File: src/rtl/cpu_pkg.sv
// Shared types and default widths for the memory access sequencer.
// mem_seq_state_t encodes the IDLE -> REQ -> DONE handshake walk.
package cpu_pkg;
  localparam int ADDR_W_DEF = 32;
  localparam int DATA_W_DEF = 32;

  typedef enum logic [1:0] {
    MS_IDLE,
    MS_REQ,
    MS_DONE
  } mem_seq_state_t;
endpackage

File: src/rtl/mem_timeout_ctr.sv
// REQ-phase wait counter: clears on REQ entry, counts un-acked REQ cycles.
// expired_o fires combinationally in the REQ cycle that makes the count reach TMO_MAX.
module mem_timeout_ctr #(
  parameter int TMO_MAX = 255
) (
  input  logic clk,
  input  logic rst,
  input  logic clear_i,
  input  logic inc_i,
  output logic expired_o
);
  localparam int CW = $clog2(TMO_MAX + 1);

  logic [CW-1:0] cnt_q;

  always_ff @(posedge clk) begin
    if (rst) begin
      cnt_q <= '0;
    end else if (clear_i) begin
      cnt_q <= '0;
    end else if (inc_i) begin
      cnt_q <= cnt_q + 1'b1;
    end
  end

  assign expired_o = inc_i && (cnt_q == CW'(TMO_MAX - 1));
endmodule

File: src/rtl/mem_access_sequencer.sv
// Turns controller fetch/load/store accesses into mem_req/mem_ack transactions and stalls via clk_en.
// Optional REQ timeout abort is compiled in with `define MEM_TIMEOUT_EN.
module mem_access_sequencer
  import cpu_pkg::*;
#(
  parameter int ADDR_W = ADDR_W_DEF,
  parameter int DATA_W = DATA_W_DEF
`ifdef MEM_TIMEOUT_EN
  ,
  parameter int TMO_MAX = 255
`endif
) (
  input  logic              clk,
  input  logic              rst,
  input  logic              acc_rd,
  input  logic              acc_wr,
  input  logic [ADDR_W-1:0] acc_addr,
  input  logic [DATA_W-1:0] acc_wdata,
  output logic              clk_en,
  output logic [DATA_W-1:0] rdata,
  output logic              rdata_vld,
  output logic              mem_req,
  output logic              mem_we,
  output logic [ADDR_W-1:0] mem_addr,
  output logic [DATA_W-1:0] mem_wdata,
  input  logic              mem_ack,
  input  logic [DATA_W-1:0] mem_rdata,
  output logic              acc_err
);
  mem_seq_state_t    state_q, state_d;
  logic [ADDR_W-1:0] addr_q, addr_d;
  logic [DATA_W-1:0] wdata_q, wdata_d;
  logic [DATA_W-1:0] rdata_q, rdata_d;
  logic              we_q, we_d;
  logic              err_q, err_d;
  logic              tmo_expired;

`ifdef MEM_TIMEOUT_EN
  mem_timeout_ctr #(
    .TMO_MAX(TMO_MAX)
  ) u_tmo (
    .clk      (clk),
    .rst      (rst),
    .clear_i  ((state_q == MS_IDLE) && (acc_rd || acc_wr)),
    .inc_i    ((state_q == MS_REQ) && !mem_ack),
    .expired_o(tmo_expired)
  );
`else
  assign tmo_expired = 1'b0;
`endif

  always_ff @(posedge clk) begin
    if (rst) begin
      state_q <= MS_IDLE;
      addr_q  <= '0;
      wdata_q <= '0;
      rdata_q <= '0;
      we_q    <= 1'b0;
      err_q   <= 1'b0;
    end else begin
      state_q <= state_d;
      addr_q  <= addr_d;
      wdata_q <= wdata_d;
      rdata_q <= rdata_d;
      we_q    <= we_d;
      err_q   <= err_d;
    end
  end

  always_comb begin
    state_d = state_q;
    addr_d  = addr_q;
    wdata_d = wdata_q;
    rdata_d = rdata_q;
    we_d    = we_q;
    err_d   = err_q;
    clk_en  = 1'b1;
    mem_req = 1'b0;
    case (state_q)
      MS_IDLE: begin
        if (acc_rd || acc_wr) begin
          clk_en  = 1'b0;
          addr_d  = acc_addr;
          wdata_d = acc_wdata;
          // A simultaneous rd+wr is treated as a write and flagged.
          we_d    = acc_wr;
          if (acc_rd && acc_wr) err_d = 1'b1;
          state_d = MS_REQ;
        end
      end
      MS_REQ: begin
        mem_req = 1'b1;
        clk_en  = 1'b0;
        if (mem_ack) begin
          if (!we_q) rdata_d = mem_rdata;
          state_d = MS_DONE;
        end else if (tmo_expired) begin
          err_d   = 1'b1;
          rdata_d = '0;
          state_d = MS_DONE;
        end
      end
      MS_DONE: state_d = MS_IDLE;
      default: state_d = MS_IDLE;
    endcase
  end

  assign rdata     = rdata_q;
  assign rdata_vld = (state_q == MS_DONE) && !we_q;
  assign mem_we    = we_q;
  assign mem_addr  = addr_q;
  assign mem_wdata = wdata_q;
  assign acc_err   = err_q;
endmodule

File: config.mk
export PLATFORM = sky130hd
export DESIGN_NAME = mem_access_sequencer
export DESIGN_NICKNAME = d
export VERILOG_FILES = /design/src/rtl/cpu_pkg.sv /design/src/rtl/mem_timeout_ctr.sv /design/src/rtl/mem_access_sequencer.sv
export SDC_FILE = /design/constraint.sdc
export NUM_CORES = 1
export LEC_CHECK = 0
export CORE_UTILIZATION = 25
export CTS_CLUSTER_DIAMETER = 80
export DETAILED_ROUTE_END_ITERATION = 8
export SYNTH_ARGS = -nofsm -noshare
export SYNTH_HDL_FRONTEND = slang
export SYNTH_SLANG_ARGS = --single-unit
File: constraint.sdc
create_clock -name clk -period 2.9 [get_ports clk]
set_input_delay 0.725 -clock clk [delete_from_list [all_inputs] [get_ports clk]]
set_output_delay 0.725 -clock clk [all_outputs]
set_load 0.01 [all_outputs]
==> run metrics, run 1 <==
maximum fanout along the worst path=2; final instance area=6660 sq um; most frequent cells in the layout=200 x clkdlybuf4s50_1, 128 x nand2b_1, 100 x dfxtp_1; Gate Count Post-Synth=437; crit-path cells=clkdlybuf4s50_1 > nor3_1 > or2_2 > clkdlybuf4s50_1; fin crit share=0.956; CTS Buf Count=9; R2R Setup Slk=1.41 ns; utilization after layout=0.403; Global Route Usage Sum=0.129; Final TNS setup=0 ns; critical path type=primary input to primary output; syn avg cell area=9.68 sq um; WL final=11100 microns; Pleak=2.51 nW; Ant. Diodes=0; most used cell, CP=clkdlybuf4s50_1; GRT Residual Overflow=0; Vert. Die Dim=132 microns; port bufs=201; cell area after synthesis=4230 sq um; metal2 WL=5370 microns; WL/cell=13.0 microns; post-cts gate resize count=0; Max stage delay cell, worst path=clkdlybuf4s50_1; CTS tree=built; CORE AREA=16500 sq um; CTS H-tree depth=3; vias in the first global route=3580; worst-margin pin slew=0.485 ns; worst reg2reg startpoint=state_q[1]; Tmin final=2.77 ns; Critical Path Start Type=primary input; Netlist cell types=22; clock sinks=100; clk_lat worst skew=0.35 ns; DIE WIDTH=132 microns; #FFs+latches synth=100; Clock Skews=0.00705 ns; Place WS=0.128 ns; Root Buffer=clkbuf_16; Pre-Repair DR Iteration Count=4; FF-to-FF End=mem_wdata[4]; fmax=361 MHz; overall power=3.57 mW; dpl cell area=6330 sq um; switching share of power=0.251; via count=3506; die area=17400 sq um; Pwr Density=535 nW/um^2; Final Hold Fails=0; R2R depth=4; synth warn=0; row cnt=47; clock network power share=0.375; Routed Antenna Nets=0; Slew HR=0.676; DR WL met3=780 microns; sequential area share after synthesis=0.473; Fillers=1608; total of max-cap violations=0; Initial Util=0.256; syn nets=538; DR DRC count=0; Crit path arrival time=2.05 ns; critical path launch point=acc_wr; post-CTS setup buffer count=0; Setup crit end=clk_en; post-DR vias/cell=4.13; Reg clk slew, reported paths=0.07 ns; Post-Route M1 WL=4740 microns; worst IR drop on VDD=0.000244 V; final RePlAce weighted congestion=0.729; Seq pwr share=0.430; Final setup viols=0; RSZ-0062 raised after global routing=no; layout cells sized above 1=0.0461; leading area contributor after synthesis=dfxtp_1; final setup margin=0.127 ns; switching pwr=0.895 mW; HP Class=flop to flop; DRT iter0 DRCs=84; top post-synthesis cells by area=dfxtp_1 47%, nand2b_1 19%, mux2i_1 15%; Synth top area share=0.473; Int Pwr=2.67 mW; initial antenna violation count=0; Worst Path Required=2.17 ns; top sig layer=met4; Critical Path End Type=primary output; final slew viol count=0; Layout area overhead=57.4%; hold_buf cts=0; largest net degree at the start of global routing=83; Crit path largest cell delay=0.49 ns; outcome=finished, final reports clean; Layout Nets=725; combinational share of power=0.195; commonest non-fill, non-tap cell in the layout=clkdlybuf4s50_1; hpwl dp=7700 microns; first-pass GRT wire length=18000 microns; IO Pins=202; Clock Path Buffers=2
[registers in the layout, indices dropped and copies added, names as in the netlist]
| register | count |
|---|---|
| mem_addr | 32 |
| state_q | 2 |
| mem_wdata | 32 |
| mem_we | 1 |
| rdata | 32 |
| acc_err | 1 |
[stage by stage]
stage          hold WS (ns)  std cells
6_report              0.455        849
3_5_place_dp          0.446        833
4_1_cts               0.457        849
5_1_grt               0.480        849
3_3_place_gp          0.442        833
2_1_floorplan         0.481        437
[cell usage after synthesis, drive strengths merged]
library cell and number:
a21bo 1, nand2 66, o21a 1, mux2i 64
nand2b 128, dfxtp 100, or2 1, buf 18
nor2 3, a211oi 1, nor3b 1, and4bb 1
clkbuf 15, nor2b 1, nand4bb 1, a31oi 1
nor3 1, a21oi 33
[how the worst min path moves through the flow]
stage | endpoint | slack [ns] | startpoint | cells after the start
floorplan | rdata[0] | 0.48 | rdata[0] | 2
global placement | rdata[18] | 0.44 | rdata[18] | 2
detailed placement | rdata[5] | 0.45 | rdata[5] | 2
CTS | rdata[5] | 0.46 | rdata[5] | 2
global route | rdata[20] | 0.48 | rdata[20] | 2
finish | rdata[5] | 0.46 | rdata[5] | 2
[layer usage]
| metal | vias to the layer above | GRT usage |
|---|---|---|
| met3 | 11 | 0.0411 |
| met1 | 1590 | 0.151 |
| met4 | 0 | 0.0556 |
| li1 | 1784 | - |
| met2 | 121 | 0.217 |
| met5 | - | 0 |
[worst max-delay path, delay by kind of cell]
| family | cells | cell delay, ns |
|---|---|---|
| buf+inv | 2 | 0.98 |
| simple gates | 2 | 0.35 |
[power by group through the flow]
| stage | clock network [mW] | logic [mW] | registers, mW |
|---|---|---|---|
| 4_1_cts | 1.40 | 0.707 | 1.53 |
| 3_5_place_dp | 0 | 0.704 | 1.56 |
| 6_report | 1.34 | 0.696 | 1.53 |
| 5_1_grt | 1.46 | 0.749 | 1.54 |
| 3_3_place_gp | 0 | 0.695 | 1.56 |
| 2_1_floorplan | 0 | 0.305 | 1.60 |
[logic make-up after synthesis]
kind of cell	share of synthesized area
AOI/OAI and AO/OA	0.0482
buffers and inverters	0.0645
DFF	0.473
muxes	0.151
and+or+nand+nor	0.263
[area by class of cell]
type | instances | area, sq um | area share
multi-input combinational | 304 | 1960 | 0.294
sequential | 100 | 2000 | 0.301
tap | 220 | 275 | 0.0413
clock buffer | 9 | 225 | 0.0338
timing repair buffer | 209 | 2090 | 0.315
clock inverter | 7 | 105 | 0.0158
Power figures use the tool's default switching activity.
==> run 2, diff against run 1 <==
- ABC_CLOCK_PERIOD_IN_PS: unset -> 2900
- CORE_UTILIZATION: 25 -> 44
- PLACE_DENSITY: unset -> 0.86
==> run metrics, run 2 (synthesized netlist as in run 1, its figures left out) <==
WHS Path Cells=2; via count=3550; Vert. Die Dim=100 microns; Initial Util=0.456; CORE AREA=9280 sq um; vias in the first global route=3629; Clock Skews=0.0136 ns; Cell Count, Final, Fillers Out=758; die area=10000 sq um; port bufs=201; outcome=finished, final reports clean; hpwl dp=7530 microns; Ant. Diodes=0; worst-margin pin slew=0.541 ns; Pleak=2.46 nW; post-DR vias/cell=4.68; WL final=10400 microns; Critical Path End Type=primary output; Root Buffer=clkbuf_8; row cnt=35; Final Hold Fails=0; R2R depth=4; most used cell, CP=clkdlybuf4s50_1; final RePlAce weighted congestion=0.750; crit-path cells=clkdlybuf4s50_1 > nor3_1 > or2_2 > clkdlybuf4s50_1; final instance area=6430 sq um; Final setup viols=0; clock sinks=100; Critical Path Start Type=primary input; utilization after layout=0.693; total of max-cap violations=0; FF-to-FF End=mem_wdata[25]; Layout area overhead=52.1%; worst IR drop on VDD=0.000289 V; Clock Path Buffers=2; post-CTS setup buffer count=0; CTS Buf Count=9; DRT iter0 DRCs=80; largest net degree at the start of global routing=78; final slew viol count=0; Global Route Usage Sum=0.205; layout cells sized above 1=0.0461; Worst Path Required=2.17 ns; DR DRC count=0; commonest non-fill, non-tap cell in the layout=clkdlybuf4s50_1; GRT Residual Overflow=0; Routed Antenna Nets=0; RSZ-0062 raised after global routing=no; hold_buf cts=0; worst hold start=rdata[24]; IO Pins=202; maximum fanout along the worst path=2; Max stage delay cell, worst path=clkdlybuf4s50_1; Pwr Density=487 nW/um^2; post-cts gate resize count=0; critical path type=primary input to primary output; CTS H-tree depth=3; dpl cell area=6230 sq um; CTS tree=built; HP Class=flop to flop; first-pass GRT wire length=16400 microns; Slew HR=0.639; fmax=357 MHz; Placed Cells incl. Taps=743; DIE WIDTH=100 microns; Crit path arrival time=2.07 ns; worst reg2reg startpoint=state_q[0]; Pre-Repair DR Iteration Count=4; hold endpoint=rdata[24]; overall power=3.13 mW; WL/cell=13.8 microns; R2R Setup Slk=1.35 ns; Layout Nets=726; Tmin final=2.80 ns; Crit path largest cell delay=0.50 ns; clk_lat worst skew=0.35 ns; initial antenna violation count=0; Final TNS setup=0 ns; most frequent cells in the layout=200 x clkdlybuf4s50_1, 128 x nand2b_1, 100 x dfxtp_1; fin crit share=0.965; Reg clk slew, reported paths=0.08 ns
## run 2: cell count changes in the layout (fill, tap and decap cells not counted), sizes merged
cell	previous run	this run
buf	9	10
bufinv	2	1
inv	3	1
clkbuf	9	10
clkinvlp	1	0
clkinv	1	3
## run 2: report_power, final
part	internal [mW]	total, mW	switching, mW
clock network	0.423	0.899	0.476
logic	0.430	0.705	0.275
registers	1.47	1.53	0.0549
total	2.33	3.13	0.805
## run 2: worst max path at each step
stage                 from      to
detailed placement  acc_wr  clk_en
floorplan           acc_wr  clk_en
global placement    acc_wr  clk_en
CTS                 acc_wr  clk_en
global route        acc_rd  clk_en
finish              acc_wr  clk_en
## run 2: layout make-up
type	count	area, sq um
fill	774	2850
timing repair buffer	210	2110
sequential	100	2000
multi-input combinational	304	1960
tap	129	161
clock buffer	10	138
clock inverter	5	61.3
## run 2: metal layers
layer | share of wire | wire [microns] | vias up | GRT usage
met5 | 0 | 0 | - | 0
met3 | 0.068 | 713 | 11 | 0.0564
met2 | 0.50 | 5250 | 121 | 0.380
met4 | 0.013 | 138 | 0 | 0.0680
li1 | - | - | 1776 | -
met1 | 0.41 | 4320 | 1642 | 0.226
## run 2: critical path: cells and delay by family
family                 cells  cell delay [ns]
buffers and inverters      2             0.99
AND/OR/NAND/NOR            2             0.35
## run 2: metrics by stage
stage | hold slack (ns) | setup WS [ns]
final | 0.457 | 0.101
after global routing | 0.484 | 0.0477
after CTS | 0.458 | 0.111
after detailed placement | 0.446 | 0.122
after global placement | 0.442 | 0.155
after floorplan | 0.481 | 1.12
==> run 3, diff against run 2 <==
- CORE_ASPECT_RATIO: unset -> 2
- TNS_END_PERCENT: unset -> 20
==> run metrics, run 3 (synthesized netlist as in run 1, its figures left out) <==
RSZ-0062 raised after global routing=no; Crit path arrival time=2.03 ns; Critical Path End Type=primary output; DIE WIDTH=71.3 microns; fmax=363 MHz; largest net degree at the start of global routing=61; CTS tree=built; post-DR vias/cell=4.87; crit-path cells=clkdlybuf4s50_1 > nor3_1 > or2_2 > clkdlybuf4s50_1; WL final=10500 microns; initial antenna violation count=0; DRT iter0 DRCs=125; post-cts gate resize count=0; worst hold start=rdata[24]; Clock Skews=0.00597 ns; clock sinks=100; via count=3575; Global Route Usage Sum=0.208; hold slack=0.454 ns; final slew viol count=0; Reg clk slew, reported paths=0.06 ns; total of max-cap violations=0; hold_buf cts=0; Pwr Density=537 nW/um^2; final instance area=6520 sq um; Fillers=713; dpl cell area=6200 sq um; CTS Buf Count=9; Crit path largest cell delay=0.49 ns; final RePlAce weighted congestion=0.755; fin crit share=0.950; HP Class=flop to flop; utilization after layout=0.700; CORE AREA=9320 sq um; Clock Path Buffers=2; most frequent cells in the layout=200 x clkdlybuf4s50_1, 128 x nand2b_1, 100 x dfxtp_1; hold endpoint=rdata[24]; Vert. Die Dim=141 microns; Layout area overhead=54.2%; commonest non-fill, non-tap cell in the layout=clkdlybuf4s50_1; Final Hold Fails=0; clk_lat worst skew=0.33 ns; IO Pins=202; most used cell, CP=clkdlybuf4s50_1; Pleak=2.51 nW; Tmin final=2.75 ns; WL/cell=14.3 microns; R2R depth=4; Initial Util=0.454; Final setup viols=0; failing checks=DRC; worst-margin pin slew=0.436 ns; Root Buffer=clkbuf_16; R2R Setup Slk=1.33 ns; CTS H-tree depth=3; post-CTS setup buffer count=0; DR DRC count=16; critical path type=primary input to primary output; Worst Path Required=2.17 ns; die area=10000 sq um; row cnt=50; outcome=complete, but fails checks; FF-to-FF End=mem_wdata[1]; Critical Path Start Type=primary input; first-pass GRT wire length=16500 microns; layout cells sized above 1=0.0444; maximum fanout along the worst path=2; Layout Nets=726; vias in the first global route=3542; worst IR drop on VDD=0.000439 V; Final TNS setup=0 ns; Slew HR=0.709; Max stage delay cell, worst path=clkdlybuf4s50_1; worst reg2reg startpoint=state_q[0]; port bufs=201; GRT Residual Overflow=0; hpwl dp=7910 microns; Routed Antenna Nets=0; Pre-Repair DR Iteration Count=6; Ant. Diodes=0; WHS Path Cells=2
run 3: cell types whose count changed in the layout (fill, tap and decap cells not counted), sizes merged:
cell      previous run  this run
clkbuf              10        12
inv                  1         0
bufinv               1         2
clkinv               3         1
clkinvlp             0         1
run 3: how the worst max path moves through the flow:
stage | from | to | slack, ns | cells after the start
4_1_cts | acc_wr | clk_en | 0.14 | 4
3_3_place_gp | acc_wr | clk_en | 0.15 | 4
5_1_grt | acc_wr | clk_en | 0.09 | 4
2_1_floorplan | acc_wr | clk_en | 1.12 | 2
3_5_place_dp | acc_wr | clk_en | 0.15 | 4
6_report | acc_wr | clk_en | 0.15 | 4
run 3: critical path, delay by kind of cell:
kind,cells,cell delay (ns)
simple gates,2,0.34
buf+inv,2,0.96
run 3: area by class of cell:
cell class	instances	area, sq um	share of cell area
clock buffer	12	246	0.0378
multi-input combinational	304	1960	0.300
tap	104	130	0.0200
timing repair buffer	210	2110	0.324
clock inverter	4	72.6	0.0111
sequential	100	2000	0.307
run 3: power by group:
group / internal [mW] / switching, mW / leakage [nW]
Combinational: 0.430 / 0.274 / 1.54
Sequential: 1.48 / 0.0551 / 0.821
Clock: 0.779 / 0.486 / 0.153
Total: 2.68 / 0.815 / 2.51
run 3: per-stage QoR:
step | total power [mW] | worst slack, ns | std cells
after detailed placement | 2.27 | 0.147 | 718
after CTS | 3.54 | 0.142 | 734
after floorplan | 1.91 | 1.12 | 437
final | 3.50 | 0.146 | 734
after global placement | 2.25 | 0.148 | 718
after global routing | 3.65 | 0.0898 | 734
run 3: per-layer routing:
metal / vias up / GRT usage / wire length [microns]
li1: 1778 / - / -
met1: 1613 / 0.207 / 3820
met2: 154 / 0.382 / 5500
met3: 30 / 0.0529 / 832
met4: 0 / 0.113 / 378
met5: - / 0 / 0
